### src/rtl/alu_sequencer_if.sv
// Purpose: bundles the instruction, ALU, result and status signals of alu_sequencer.
// Latency: none; this is wiring only.
// Backpressure: instr_ready / result_ready carry the valid-ready handshakes.
interface alu_sequencer_if #(
    parameter int WIDTH = 16
);
    logic             instr_valid;
    logic             instr_ready;
    logic [3:0]       instr_op;
    logic [WIDTH-1:0] instr_data;
    logic             alu_enable;
    logic [3:0]       alu_cmd;
    logic [WIDTH-1:0] alu_acc;
    logic [WIDTH-1:0] alu_operand;
    logic [WIDTH-1:0] alu_out;
    logic             result_valid;
    logic             result_ready;
    logic [WIDTH-1:0] result_data;
    logic [WIDTH-1:0] acc;
    logic             busy;
    logic             err_div0;
    logic             err_illegal;

    // Environment side: instruction source, ALU, result consumer.
    modport master (
        output instr_valid, instr_op, instr_data, alu_out, result_ready,
        input  instr_ready, alu_enable, alu_cmd, alu_acc, alu_operand,
               result_valid, result_data, acc, busy, err_div0, err_illegal
    );

    // Sequencer side.
    modport slave (
        input  instr_valid, instr_op, instr_data, alu_out, result_ready,
        output instr_ready, alu_enable, alu_cmd, alu_acc, alu_operand,
               result_valid, result_data, acc, busy, err_div0, err_illegal
    );
endinterface

### src/rtl/alu_sequencer.sv
// Purpose: accumulator instruction sequencer feeding an external ALU; owns acc.
// Latency: LOAD/CLEAR update acc at the accept edge; ALU ops write acc ALU_LATENCY+1 edges after accept.
// Backpressure: instr_ready only in IDLE; STORE holds result_valid/result_data until result_ready.
module alu_sequencer #(
    parameter int WIDTH       = 16,
    parameter int ALU_LATENCY = 1   // 1..15, sized to the 4-bit wait counter
) (
    input  logic            clock,
    input  logic            reset_n,
    alu_sequencer_if.slave  bus
);
    localparam logic [3:0] OP_NOP   = 4'h0;
    localparam logic [3:0] OP_ADD   = 4'h1;
    localparam logic [3:0] OP_SUB   = 4'h2;
    localparam logic [3:0] OP_MUL   = 4'h3;
    localparam logic [3:0] OP_DIV   = 4'h4;
    localparam logic [3:0] OP_INV   = 4'h5;
    localparam logic [3:0] OP_LOAD  = 4'h8;
    localparam logic [3:0] OP_CLEAR = 4'h9;
    localparam logic [3:0] OP_STORE = 4'hA;

    typedef enum logic [1:0] {
        S_IDLE,
        S_ISSUE,
        S_WAIT,
        S_OUTPUT
    } state_t;

    state_t           state_q, state_d;
    logic [WIDTH-1:0] acc_q, acc_d;
    logic [3:0]       alu_cmd_q, alu_cmd_d;
    logic [WIDTH-1:0] alu_acc_q, alu_acc_d;
    logic [WIDTH-1:0] alu_operand_q, alu_operand_d;
    logic [3:0]       cnt_q, cnt_d;
    logic             result_valid_q, result_valid_d;
    logic [WIDTH-1:0] result_data_q, result_data_d;
    logic             err_div0_q, err_div0_d;
    logic             err_illegal_q, err_illegal_d;

    // Next-state and datapath decode; everything holds unless a branch changes it.
    always_comb begin
        state_d        = state_q;
        acc_d          = acc_q;
        alu_cmd_d      = alu_cmd_q;
        alu_acc_d      = alu_acc_q;
        alu_operand_d  = alu_operand_q;
        cnt_d          = cnt_q;
        result_valid_d = result_valid_q;
        result_data_d  = result_data_q;
        err_div0_d     = err_div0_q;
        err_illegal_d  = err_illegal_q;

        case (state_q)
            S_IDLE: begin
                if (bus.instr_valid) begin
                    case (bus.instr_op)
                        OP_NOP: ;
                        OP_ADD, OP_SUB, OP_MUL, OP_INV: begin
                            alu_cmd_d     = bus.instr_op;
                            alu_acc_d     = acc_q;
                            alu_operand_d = bus.instr_data;
                            state_d       = S_ISSUE;
                        end
                        OP_DIV: begin
                            // A zero divisor is rejected here so the ALU never sees it.
                            if (bus.instr_data == '0) begin
                                err_div0_d = 1'b1;
                            end else begin
                                alu_cmd_d     = bus.instr_op;
                                alu_acc_d     = acc_q;
                                alu_operand_d = bus.instr_data;
                                state_d       = S_ISSUE;
                            end
                        end
                        OP_LOAD:  acc_d = bus.instr_data;
                        OP_CLEAR: acc_d = '0;
                        OP_STORE: begin
                            result_data_d  = acc_q;
                            result_valid_d = 1'b1;
                            state_d        = S_OUTPUT;
                        end
                        default:  err_illegal_d = 1'b1;
                    endcase
                end
            end
            S_ISSUE: begin
                cnt_d   = 4'(ALU_LATENCY);
                state_d = S_WAIT;
            end
            S_WAIT: begin
                cnt_d = cnt_q - 4'd1;
                // Last wait edge: ALU output is valid now, commit it.
                if (cnt_q == 4'd1) begin
                    acc_d   = bus.alu_out;
                    state_d = S_IDLE;
                end
            end
            S_OUTPUT: begin
                if (bus.result_ready) begin
                    result_valid_d = 1'b0;
                    state_d        = S_IDLE;
                end
            end
            default: state_d = S_IDLE;
        endcase
    end

    // State registers; reset aborts any in-flight op without writeback.
    always_ff @(posedge clock or negedge reset_n) begin
        if (!reset_n) begin
            state_q        <= S_IDLE;
            acc_q          <= '0;
            alu_cmd_q      <= '0;
            alu_acc_q      <= '0;
            alu_operand_q  <= '0;
            cnt_q          <= '0;
            result_valid_q <= 1'b0;
            result_data_q  <= '0;
            err_div0_q     <= 1'b0;
            err_illegal_q  <= 1'b0;
        end else begin
            state_q        <= state_d;
            acc_q          <= acc_d;
            alu_cmd_q      <= alu_cmd_d;
            alu_acc_q      <= alu_acc_d;
            alu_operand_q  <= alu_operand_d;
            cnt_q          <= cnt_d;
            result_valid_q <= result_valid_d;
            result_data_q  <= result_data_d;
            err_div0_q     <= err_div0_d;
            err_illegal_q  <= err_illegal_d;
        end
    end

    // Enable is decoded from state so reset clears it asynchronously.
    assign bus.instr_ready  = (state_q == S_IDLE);
    assign bus.busy         = (state_q != S_IDLE);
    assign bus.alu_enable   = (state_q == S_ISSUE);
    assign bus.alu_cmd      = alu_cmd_q;
    assign bus.alu_acc      = alu_acc_q;
    assign bus.alu_operand  = alu_operand_q;
    assign bus.result_valid = result_valid_q;
    assign bus.result_data  = result_data_q;
    assign bus.acc          = acc_q;
    assign bus.err_div0     = err_div0_q;
    assign bus.err_illegal  = err_illegal_q;
endmodule
### src/flat_wrapper.sv
// flat-port wrapper written by rule: the top's interface ports become plain ports
module alu_sequencer_flat 
#(
    parameter int WIDTH       = 16,
    parameter int ALU_LATENCY = 1                                            
)
  (clock, reset_n, bus_instr_valid, bus_instr_op, bus_instr_data, bus_alu_out, bus_result_ready, bus_instr_ready, bus_alu_enable, bus_alu_cmd, bus_alu_acc, bus_alu_operand, bus_result_valid, bus_result_data, bus_acc, bus_busy, bus_err_div0, bus_err_illegal);
  alu_sequencer_if #(.WIDTH(WIDTH)) bus_i ();
  input  logic clock;
  input  logic reset_n;
  input wire logic [$bits(bus_i.instr_valid)-1:0] bus_instr_valid;
  input wire logic [$bits(bus_i.instr_op)-1:0] bus_instr_op;
  input wire logic [$bits(bus_i.instr_data)-1:0] bus_instr_data;
  input wire logic [$bits(bus_i.alu_out)-1:0] bus_alu_out;
  input wire logic [$bits(bus_i.result_ready)-1:0] bus_result_ready;
  output wire logic [$bits(bus_i.instr_ready)-1:0] bus_instr_ready;
  output wire logic [$bits(bus_i.alu_enable)-1:0] bus_alu_enable;
  output wire logic [$bits(bus_i.alu_cmd)-1:0] bus_alu_cmd;
  output wire logic [$bits(bus_i.alu_acc)-1:0] bus_alu_acc;
  output wire logic [$bits(bus_i.alu_operand)-1:0] bus_alu_operand;
  output wire logic [$bits(bus_i.result_valid)-1:0] bus_result_valid;
  output wire logic [$bits(bus_i.result_data)-1:0] bus_result_data;
  output wire logic [$bits(bus_i.acc)-1:0] bus_acc;
  output wire logic [$bits(bus_i.busy)-1:0] bus_busy;
  output wire logic [$bits(bus_i.err_div0)-1:0] bus_err_div0;
  output wire logic [$bits(bus_i.err_illegal)-1:0] bus_err_illegal;
  assign bus_i.instr_valid = bus_instr_valid;
  assign bus_i.instr_op = bus_instr_op;
  assign bus_i.instr_data = bus_instr_data;
  assign bus_i.alu_out = bus_alu_out;
  assign bus_i.result_ready = bus_result_ready;
  assign bus_instr_ready = bus_i.instr_ready;
  assign bus_alu_enable = bus_i.alu_enable;
  assign bus_alu_cmd = bus_i.alu_cmd;
  assign bus_alu_acc = bus_i.alu_acc;
  assign bus_alu_operand = bus_i.alu_operand;
  assign bus_result_valid = bus_i.result_valid;
  assign bus_result_data = bus_i.result_data;
  assign bus_acc = bus_i.acc;
  assign bus_busy = bus_i.busy;
  assign bus_err_div0 = bus_i.err_div0;
  assign bus_err_illegal = bus_i.err_illegal;
  alu_sequencer #(.WIDTH(WIDTH), .ALU_LATENCY(ALU_LATENCY)) u_core (.clock(clock), .reset_n(reset_n), .bus(bus_i));
endmodule
### config.mk
export PLATFORM = sky130hd
export DESIGN_NAME = alu_sequencer_flat
export DESIGN_NICKNAME = d
export VERILOG_FILES = /design/src/rtl/alu_sequencer_if.sv /design/src/rtl/alu_sequencer.sv /design/src/flat_wrapper.sv
export SDC_FILE = /design/constraint.sdc
export NUM_CORES = 1
export LEC_CHECK = 0
export CELL_PAD_IN_SITES_DETAIL_PLACEMENT = 0
export CELL_PAD_IN_SITES_GLOBAL_PLACEMENT = 2
export CORE_ASPECT_RATIO = 0.9
export CORE_MARGIN = 5
export CORE_UTILIZATION = 32
export DETAILED_ROUTE_END_ITERATION = 6
export PLACE_DENSITY_LB_ADDON = 0.1
export SKIP_LAST_GASP = 1
export SYNTH_ARGS = -nofsm -noshare
export SYNTH_HDL_FRONTEND = slang
export SYNTH_SLANG_ARGS = --single-unit
### constraint.sdc
create_clock -name clock -period 3.2 [get_ports clock]
set_input_delay 0.48 -clock clock [delete_from_list [all_inputs] [get_ports clock]]
set_output_delay 0.48 -clock clock [all_outputs]
set_load 0.005 [all_outputs]
==> metrics.csv, run 1 <==
stage,metric,value,unit
cells_and_area,seqCellArea,0.00193,mm2
cells_and_area,postLayoutCoreUtil,0.485,
cts,cts_tree,done,
cts,numCtsBuffers,9,
cts,clockRootBuffer,clkbuf_16,
power,p_leak,2.31,nW
global_routing,grt.total_usage,0.149,
floorplanning,core,0.0104,mm2
floorplanning,rows,35,
synthesis,ys.flop_type,dfrtp_1,
drt,drt-total-wl,9290,um
sta,rsz0062_at_grt,false,
sta,skew,6.97,ps
global_routing,grt_pass1_wl,15000,um
cells_and_area,syn_to_final_growth,46.7,%
floorplanning,die_area,0.0129,mm2
floorplanning,die_h,108,um
cells_and_area,multi_input_area,0.00137,mm2
sta,final-setup-viol-count,0,
synthesis,synth_seq_area_share,0.562,
sta,fin_ws,855,ps
cts,clk_latency,330,ps
synthesis,synth_area,0.00343,mm2
hold_path,hp-class,in2async,
synthesis,synth-seq-cells,77,
sta,period_share,0.733,
sta,fmax,0.426,GHz
placement,pre_cts_ws,457,ps
global_routing,grt_max_degree,78,
global_routing,antenna_found_initial,0,
synthesis,synth_cells,258,
worst_setup_path,crit_fanout,13,
global_routing,overflow,0,
cts,path_clk_slew,60,ps
placement,gp_congestion,0.723,
drt,via_count,2443,
cells_and_area,drive_gt1_frac,0.219,
drt,first_pass_iters,4,
drt,vias_per_cell,4.76,
cts,ctsHtreeMaxLevel,3,
sta,worst_slew_pin_slew,993,ps
worst_setup_path,cp.arrival,2570,ps
synthesis,synth_edf_count,0,
worst_setup_path,cp-start-kind,register,
sta,hold_violations,0,
cts,clk_path_buf_depth,2,
run_status,status,finished clean,
global_routing,grt_pass1_vias,2644,
cts,cts_resized,0,
floorplanning,num_io_pins,114,
cells_and_area,n_antenna_cell,0,
drt,wl_per_cell,18.1,um
power,cellPowerDensity,962,mW/mm2
placement,placed_cells,497,
synthesis,netlist-cell-type-count,31,
worst_setup_path,crit_type,reg2reg,
synthesis,synthArstFlopShare,1.00,
drt,drtIter0Drc,86,
synthesis,ys_warn_count,0,
cells_and_area,layout.nets,426,
sta,min_period,2350,ps
cts,postCtsSetupRepairBufs,0,
cells_and_area,most-common-layout-cells,"112 x clkdlybuf4s50_1, 77 x dfrtp_1, 29 x mux2_4, 28 x nand2_1, 24 x mux2_2",
sta,setup-tns-final,0,ps
worst_setup_path,ff2ff_path_depth,7,
cells_and_area,layout_commonest_cell,clkdlybuf4s50_1,
floorplanning,start_util,0.330,
flow_run,maxCapViolCount,0,
cts,cts_hold_buffers,0,
placement,io_buffers,113,
sta,finalMaxSlewViolations,0,
worst_setup_path,end_kind,register,
cells_and_area,fill_cells,965,
worst_setup_path,required,3420,ps
placement,dp_hpwl,6620,um
cts,clock-sinks,77,
sta,slew-limit-headroom,0.338,
drt,ant_nets,0,
power,vdd_ir_drop_max,0.380,mV
synthesis,syn_area_per_cell,13.3,um2
drt,drc,0,
cells_and_area,final_cells,513,
synthesis,syn-num-nets,305,
floorplanning,die_w,119,um
-- metrics by stage --
step	hold WS, ps	total power (W)	cell area, um2
floorplan	184	0.00258	3430
global placement	454	0.00378	4710
detailed placement	468	0.00380	4710
CTS	367	0.00494	5030
global route	391	0.00518	5030
finish	316	0.00484	5030
-- power by group --
part,switching [W],total (W),internal (W)
clock network,0.000384,0.00111,0.000723
logic,0.000719,0.00203,0.00131
registers,0.000290,0.00170,0.00141
-- registers in the layout, summed over array words and instances, names as in the netlist --
register and cells:
u_core.bus.acc 16, u_core.state_q 2, u_core.cnt_q 4, u_core.bus.err_div0 1
u_core.bus.result_data 16, u_core.bus.alu_acc 16, u_core.bus.result_valid 1, u_core.bus.err_illegal 1
u_core.bus.alu_operand 16, u_core.bus.alu_cmd 4
-- path summary, 6_finish.rpt --
check | startpoint | to | slack (ps)
worst max-delay path | u_core.state_q[0]$_DFFE_PN0P_ | u_core.bus.acc[1]$_DFFE_PN0P_ | 850
worst min-delay path | reset_n | u_core.bus.result_data[2]$_DFFE_PN0P_ | 320
worst max register to register | u_core.state_q[0]$_DFFE_PN0P_ | u_core.bus.acc[1]$_DFFE_PN0P_ | 850
worst min register to register | u_core.bus.err_illegal$_DFFE_PN0P_ | u_core.bus.err_illegal$_DFFE_PN0P_ | 480
max in group asynchronous | reset_n | u_core.bus.acc[11]$_DFFE_PN0P_ | 2240
min in group clock | u_core.bus.err_illegal$_DFFE_PN0P_ | u_core.bus.err_illegal$_DFFE_PN0P_ | 480
-- layer usage --
layer	global-route usage	routed length (um)
met5	0	0
met3	0.0518	601
met2	0.232	4260
met4	0.0397	86
met1	0.199	4350
-- cells in the mapped netlist (all sizes together) (3+ instances only) --
master,count,area (um2)
and3,3,18.8
a22oi,16,120
dfrtp,77,1930
mux2i,3,30.0
nand2,28,105
buf,8,92.6
ha,7,87.6
nor4,4,25.0
mux2,53,706
inv,7,26.3
nand2b,3,18.8
o21ai,22,110
clkbuf,6,22.5
nand3,3,15.0
nor2,3,11.3
-- final cells by class --
| type | count | area share |
|---|---|---|
| Clock buffer | 12 | 0.0510 |
| Clock inverter | 4 | 0.0139 |
| Inverter | 7 | 0.00522 |
| Multi-Input combinational cell | 160 | 0.272 |
| Sequential cell | 77 | 0.383 |
| Tap cell | 129 | 0.0321 |
| Timing Repair Buffer | 124 | 0.243 |
-- cells by family after synthesis --
kind of cell,share of synthesized area
compound gates,0.0872
simple gates,0.0697
buf+inv,0.0412
fa+ha+maj,0.0255
flops,0.562
mux,0.215
-- critical path: stages (launching register included) --
cell and delay, ps:
dfrtp_1 400, inv_1 100, ha_1 350, buf_4 270
a31oi_2 580, buf_4 270, a22oi_1 60, o21ai_0 210
Note: power is estimated with default switching activity, not from simulation.
==> run 2: changes to the inputs <==
--- a/config.mk
+++ b/config.mk
@@ -9,7 +9,7 @@
 export CELL_PAD_IN_SITES_GLOBAL_PLACEMENT = 2
 export CORE_ASPECT_RATIO = 0.9
 export CORE_MARGIN = 5
-export CORE_UTILIZATION = 32
+export CORE_UTILIZATION = 29
 export DETAILED_ROUTE_END_ITERATION = 6
 export PLACE_DENSITY_LB_ADDON = 0.1
 export SKIP_LAST_GASP = 1
==> constraint.sdc (replaced) <==
create_clock -name clock -period 2.4 [get_ports clock]
set_input_delay 0.36 -clock clock [delete_from_list [all_inputs] [get_ports clock]]
set_output_delay 0.36 -clock clock [all_outputs]
set_load 0.005 [all_outputs]
==> run 2 against run 1 <==
Effect of this change:
- count of clock-buffer cells in the layout down 3
- clock skew down 0.59 ps
- utilization down 2.8 points
- register-to-register slack worse by 420 ps
- via count up 2.1%
- clock power up 41%
- sequential share of layout area down 1.7 points
- final area up 4.6%
- first-iteration DRC count up 33%
- routed wire length up 5.2%
- non-clock buffer count up 19
- largest cell class unchanged
- largest power group unchanged
- highest routed layer unchanged
==> metrics.csv, run 2 (same netlist as run 1, synthesis figures left out) <==
stage,metric,value,unit,change
run_status,status,finished clean,,
worst_setup_path,cp_num_buf_inv,4,,+1
floorplanning,core,0.0115,mm2,+11%
cts,cts_hold_buffers,0,,unchanged
cts,clockRootBuffer,clkbuf_16,,
worst_setup_path,cpMaxStageDelayCell,clkdlybuf4s50_1,,
drt,via_count,2495,,+2.1%
worst_setup_path,critPathLaunch,u_core.state_q[0]$_DFFE_PN0P_,,
drt,drt-total-wl,9770,um,+5.2%
cts,clock-sinks,77,,unchanged
cts,clk_path_buf_depth,2,,unchanged
worst_setup_path,cp-start-kind,register,,
cts,clk_latency,330,ps,about the same
cells_and_area,final_cells,559,,+9.0%
power,p_comb_frac,0.418,,-0.002
sta,skew,6.38,ps,-0.591 ps
sta,slew-limit-headroom,0.709,,+0.371
cts,path_clk_slew,60,ps,about the same
cells_and_area,design_area,0.00527,mm2,+4.6%
power,p_int,0.00472,W,+37%
global_routing,overflow,0,,unchanged
sta,fmax,0.447,GHz,
floorplanning,num_io_pins,114,,unchanged
worst_setup_path,cp_common_cell,inv_1,,
cts,ctsHtreeMaxLevel,3,,unchanged
cells_and_area,n_antenna_cell,0,,unchanged
sta,min_period,2240,ps,
worst_setup_path,required,2040,ps,-1380 ps
cts,postCtsSetupRepairBufs,0,,unchanged
sta,final-setup-viol-count,0,,unchanged
power,clock_power_share,0.236,,+0.007
placement,dpl-instance-area,0.00492,mm2,+4.5%
placement,io_buffers,113,,unchanged
cts,cts_tree,done,,
worst_setup_path,max_stage_delay,530,ps,-50 ps
power,vdd_ir_drop_max,0.457,mV,+20%
power,p_leak,2.42,nW,+5.0%
floorplanning,die_area,0.0141,mm2,+9.4%
flow_run,maxCapViolCount,0,,unchanged
drt,drc,0,,unchanged
floorplanning,die_w,125,um,+4.6%
power,p_sw,0.00193,W,+39%
drt,drtIter0Drc,114,,+33%
cells_and_area,drive_gt1_frac,0.258,,+0.0393
cells_and_area,most-common-layout-cells,"112 x clkdlybuf4s50_1, 77 x dfrtp_1, 29 x mux2_4, 28 x nand2_1, 27 x buf_4",,
floorplanning,die_h,113,um,+4.6%
power,cellPowerDensity,1260,mW/mm2,+31%
cells_and_area,layout.nets,445,,+4.5%
sta,hold_violations,0,,unchanged
worst_setup_path,end_kind,output pin,,
global_routing,grt_pass1_vias,2604,,-1.5%
worst_setup_path,ff2ff_path_depth,7,,unchanged
cts,numCtsBuffers,9,,unchanged
placement,placed_cells,543,,+9.3%
worst_setup_path,path_cells,"inv_1, ha_1, buf_4, inv_1, clkdlybuf4s50_1",,
sta,rsz0062_at_grt,false,,
placement,gp_congestion,0.726,,+0.46%
cells_and_area,syn_to_final_growth,53.6,%,
drt,vias_per_cell,4.46,,-6.3%
worst_setup_path,r2r-start,u_core.cnt_q[1]$_DFFE_PN0P_,,
cts,cts_resized,0,,unchanged
hold_path,hp-class,in2async,,
power,p_sw_frac,0.290,,+0.00251
cells_and_area,layout_commonest_cell,clkdlybuf4s50_1,,
drt,first_pass_iters,4,,unchanged
floorplanning,rows,37,,+5.7%
drt,wl_per_cell,17.5,um,-3.5%
global_routing,grt_max_degree,78,,unchanged
worst_setup_path,cp.arrival,1880,ps,-690 ps
drt,ant_nets,0,,unchanged
sta,period_share,0.932,,
global_routing,grt_pass1_wl,15500,um,+3.5%
worst_setup_path,critPathTopFamily,buffers and inverters,,
worst_setup_path,crit_type,reg2out,,
floorplanning,start_util,0.298,,-0.0329
sta,worst_slew_pin_slew,437,ps,-557 ps
worst_setup_path,crit_fanout,6,,-7
global_routing,grt.total_usage,0.141,,-0.00837
sta,finalMaxSlewViolations,0,,unchanged
power,pwr-share-seq,0.346,,-0.006
worst_setup_path,r2r-end,u_core.state_q[0]$_DFFE_PN0P_,,
worst_setup_path,reg2reg_slack,430,ps,-420 ps
global_routing,antenna_found_initial,0,,unchanged
placement,dp_hpwl,7260,um,+9.6%
run 2: cell count changes in the layout (fill, tap and decap cells not counted), sizes merged:
cell    change
inv         +1
buf        +19
clkinv      +1
clkbuf      -3
bufinv      +1
run 2: layout make-up:
type,instances,area (um2)
Fill cell,1061,6260
Multi-Input combinational cell,160,1370
Inverter,7,26.3
Sequential cell,77,1930
Timing Repair Buffer,143,1400
Clock buffer,9,225
Clock inverter,7,121
Tap cell,156,195
run 2: worst max-delay path by stage:
stage                                            endpoint  slack (ps)  depth (start not counted)
CTS                                              bus_busy         130                          5
finish                                           bus_busy         160                          5
floorplan              u_core.bus.alu_acc[10]$_DFFE_PN0P_         450                          7
global route                                     bus_busy          70                          5
detailed placement  u_core.bus.alu_operand[1]$_DFFE_PN0P_         -80                          7
global placement    u_core.bus.alu_operand[1]$_DFFE_PN0P_         -40                          7
run 2: power groups by stage:
| stage | Combinational, W | Sequential, W | Clock [W] |
|---|---|---|---|
| floorplan | 0.00116 | 0.00228 | 0 |
| finish | 0.00278 | 0.00230 | 0.00157 |
| global placement | 0.00281 | 0.00233 | 0 |
| detailed placement | 0.00283 | 0.00233 | 0 |
| CTS | 0.00284 | 0.00231 | 0.00162 |
| global route | 0.00301 | 0.00239 | 0.00168 |
run 2: through the flow:
| stage | hold slack, ps | total power (W) | setup TNS, ps | utilization | worst slack [ps] |
|---|---|---|---|---|---|
| after floorplan | 64.4 | 0.00344 | 0 | - | 451 |
| after global placement | 427 | 0.00513 | -170 | 0.427 | -38.1 |
| after CTS | 61.8 | 0.00677 | 0 | 0.457 | 130 |
| after detailed placement | 422 | 0.00516 | -1330 | 0.427 | -82.7 |
| after global routing | 72.0 | 0.00708 | 0 | 0.457 | 70.8 |
| final | 25.1 | 0.00665 | 0 | 0.457 | 163 |
run 2: per-layer routing:
layer / global-route usage / part of all wire / up-vias
met2: 0.211 / 0.45 / 69
met5: 0 / 0 / -
met4: 0.0416 / 0.012 / 0
met3: 0.0378 / 0.046 / 13
met1: 0.200 / 0.50 / 1208
li1: - / - / 1205
==> run 3: changes to the inputs <==
--- a/config.mk
+++ b/config.mk
@@ -9,7 +9,7 @@
 export CELL_PAD_IN_SITES_GLOBAL_PLACEMENT = 2
 export CORE_ASPECT_RATIO = 0.9
 export CORE_MARGIN = 5
-export CORE_UTILIZATION = 29
+export CORE_UTILIZATION = 32
 export DETAILED_ROUTE_END_ITERATION = 6
 export PLACE_DENSITY_LB_ADDON = 0.1
 export SKIP_LAST_GASP = 1
==> constraint.sdc (replaced) <==
create_clock -name clock -period 2.7 [get_ports clock]
set_input_delay 0.405 -clock clock [delete_from_list [all_inputs] [get_ports clock]]
set_output_delay 0.405 -clock clock [all_outputs]
set_load 0.005 [all_outputs]
==> run 3 against run 2 <==
Effect of this change:
- sequential share of layout area up 1.6 points
- die area down 8.6%
- via count down 1.8%
- critical endpoint unchanged
==> metrics.csv, run 3 (same netlist as run 1, synthesis figures left out) <==
stage,metric,value,unit,change
run_status,status,finished clean,,
power,p_comb_frac,0.415,,-0.003
worst_setup_path,crit_fanout,7,,+1
global_routing,grt.total_usage,0.150,,+0.00916
cts,cts_tree,done,,
sta,hold_violations,0,,unchanged
sta,setup-tns-final,0,ps,unchanged
sta,slew-limit-headroom,0.332,,-0.376
drt,vias_per_cell,4.77,,+7.0%
floorplanning,die_area,0.0129,mm2,-8.6%
power,p_sw_frac,0.288,,-0.00260
sta,fin_ws,495,ps,+331 ps
sta,fmax,0.454,GHz,
cts,cts_resized,0,,unchanged
placement,dp_hpwl,6540,um,-9.9%
drt,wl_per_cell,18.1,um,+3.3%
floorplanning,die_h,108,um,-4.4%
sta,worst_slew_pin_slew,1000,ps,+565 ps
floorplanning,die_w,119,um,-4.4%
global_routing,grt_pass1_wl,15000,um,-3.2%
worst_setup_path,required,2300,ps,+260 ps
sta,skew,4.05,ps,-2.33 ps
cells_and_area,layout_commonest_cell,clkdlybuf4s50_1,,
placement,pre_cts_ws,169,ps,+251 ps
cts,numCtsBuffers,9,,unchanged
hold_path,hp-class,in2async,,
power,p_int,0.00413,W,-13%
flow_run,maxCapViolCount,0,,unchanged
sta,hold_ws,219,ps,+194 ps
worst_setup_path,cp.arrival,1800,ps,-80 ps
cells_and_area,layout.nets,426,,-4.3%
power,vdd_ir_drop_max,0.347,mV,-24%
global_routing,overflow,0,,unchanged
cells_and_area,drive_gt1_frac,0.219,,-0.0393
power,clock_power_share,0.237,,about the same
worst_setup_path,end_kind,output pin,,
drt,drt-total-wl,9260,um,-5.2%
sta,period_share,0.817,,
floorplanning,start_util,0.330,,+0.0329
drt,via_count,2449,,-1.8%
cts,postCtsSetupRepairBufs,0,,unchanged
drt,drc,0,,unchanged
worst_setup_path,crit_type,reg2out,,
sta,final-setup-viol-count,0,,unchanged
power,p_leak,2.31,nW,-4.7%
cells_and_area,most-common-layout-cells,"112 x clkdlybuf4s50_1, 77 x dfrtp_1, 29 x mux2_4, 28 x nand2_1, 24 x mux2_2",,
sta,min_period,2210,ps,
cts,cts_hold_buffers,0,,unchanged
cts,clock-sinks,77,,unchanged
cts,clockRootBuffer,clkbuf_16,,
sta,rsz0062_at_grt,false,,
drt,first_pass_iters,4,,unchanged
cts,clk_latency,330,ps,about the same
power,cellPowerDensity,1150,mW/mm2,-9.0%
cts,ctsHtreeMaxLevel,3,,unchanged
cts,clk_path_buf_depth,2,,unchanged
drt,ant_nets,0,,unchanged
floorplanning,core,0.0104,mm2,-10%
global_routing,antenna_found_initial,0,,unchanged
cells_and_area,syn_to_final_growth,47.1,%,
drt,drtIter0Drc,68,,-40%
cells_and_area,n_antenna_cell,0,,unchanged
global_routing,grt_max_degree,78,,unchanged
worst_setup_path,cp-start-kind,register,,
global_routing,grt_pass1_vias,2680,,+2.9%
power,p_sw,0.00167,W,-14%
floorplanning,rows,35,,-5.4%
power,pwr-share-seq,0.349,,+0.003
sta,finalMaxSlewViolations,0,,unchanged
cts,path_clk_slew,60,ps,about the same
placement,io_buffers,113,,unchanged
floorplanning,num_io_pins,114,,unchanged
placement,gp_congestion,0.730,,+0.59%
==> run 3: cell count changes in the layout (fill, tap and decap cells not counted) <==
cell,before,now
buf_12,4,1
buf_4,27,11
clkbuf_1,0,1
clkinv_4,2,1
clkinvlp_4,0,1
inv_6,1,0
==> run 3: area by class of cell <==
cell class,instances,area (um2)
clock buffers,10,229
clock inverters,6,111
fillers,968,5330
inverters,7,26.3
multi-input cells,160,1370
flip-flops and latches,77,1930
well taps,129,161
repair buffers,124,1220
==> run 3: power groups by stage <==
| stage | Combinational (W) | Clock [W] | Sequential (W) |
|---|---|---|---|
| finish | 0.00240 | 0.00137 | 0.00202 |
| CTS | 0.00246 | 0.00142 | 0.00203 |
| global placement | 0.00242 | 0 | 0.00203 |
| floorplan | 0.00103 | 0 | 0.00203 |
| detailed placement | 0.00245 | 0 | 0.00204 |
| global route | 0.00265 | 0.00146 | 0.00211 |
==> run 3: path summary, 6_finish.rpt <==
| check | start | end | slack, ps | depth (start not counted) |
|---|---|---|---|---|
| worst max-delay path | u_core.state_q[0]$_DFFE_PN0P_ | bus_busy | 490 | 4 |
| worst min-delay path | reset_n | u_core.bus.result_data[0]$_DFFE_PN0P_ | 220 | 1 |
| worst max register to register | u_core.state_q[0]$_DFFE_PN0P_ | u_core.bus.alu_acc[11]$_DFFE_PN0P_ | 650 | 6 |
| worst min register to register | u_core.bus.err_illegal$_DFFE_PN0P_ | u_core.bus.err_illegal$_DFFE_PN0P_ | 480 | 1 |
| max in group asynchronous | reset_n | u_core.bus.acc[14]$_DFFE_PN0P_ | 1810 | 1 |
| min in group clock | u_core.bus.err_illegal$_DFFE_PN0P_ | u_core.bus.err_illegal$_DFFE_PN0P_ | 480 | 1 |
==> run 3: stage by stage <==
step	utilization	cell area, um2	total power (W)	std cells
floorplan	-	3430	0.00306	258
detailed placement	0.453	4710	0.00449	497
finish	0.486	5050	0.00580	513
CTS	0.486	5050	0.00592	513
global route	0.486	5050	0.00621	513
global placement	0.453	4710	0.00446	497
==> run 3: per-layer routing <==
| layer | share of wire | track usage |
|---|---|---|
| met5 | 0 | 0 |
| met4 | 0.012 | 0.0447 |
| met3 | 0.067 | 0.0539 |
| met2 | 0.45 | 0.230 |
| met1 | 0.47 | 0.199 |
==> run 3: critical path, stage by stage, from the launching register on <==
cell,delay (ps)
dfrtp_1,390
inv_1,90
ha_1,300
inv_1,170
clkdlybuf4s50_1,520
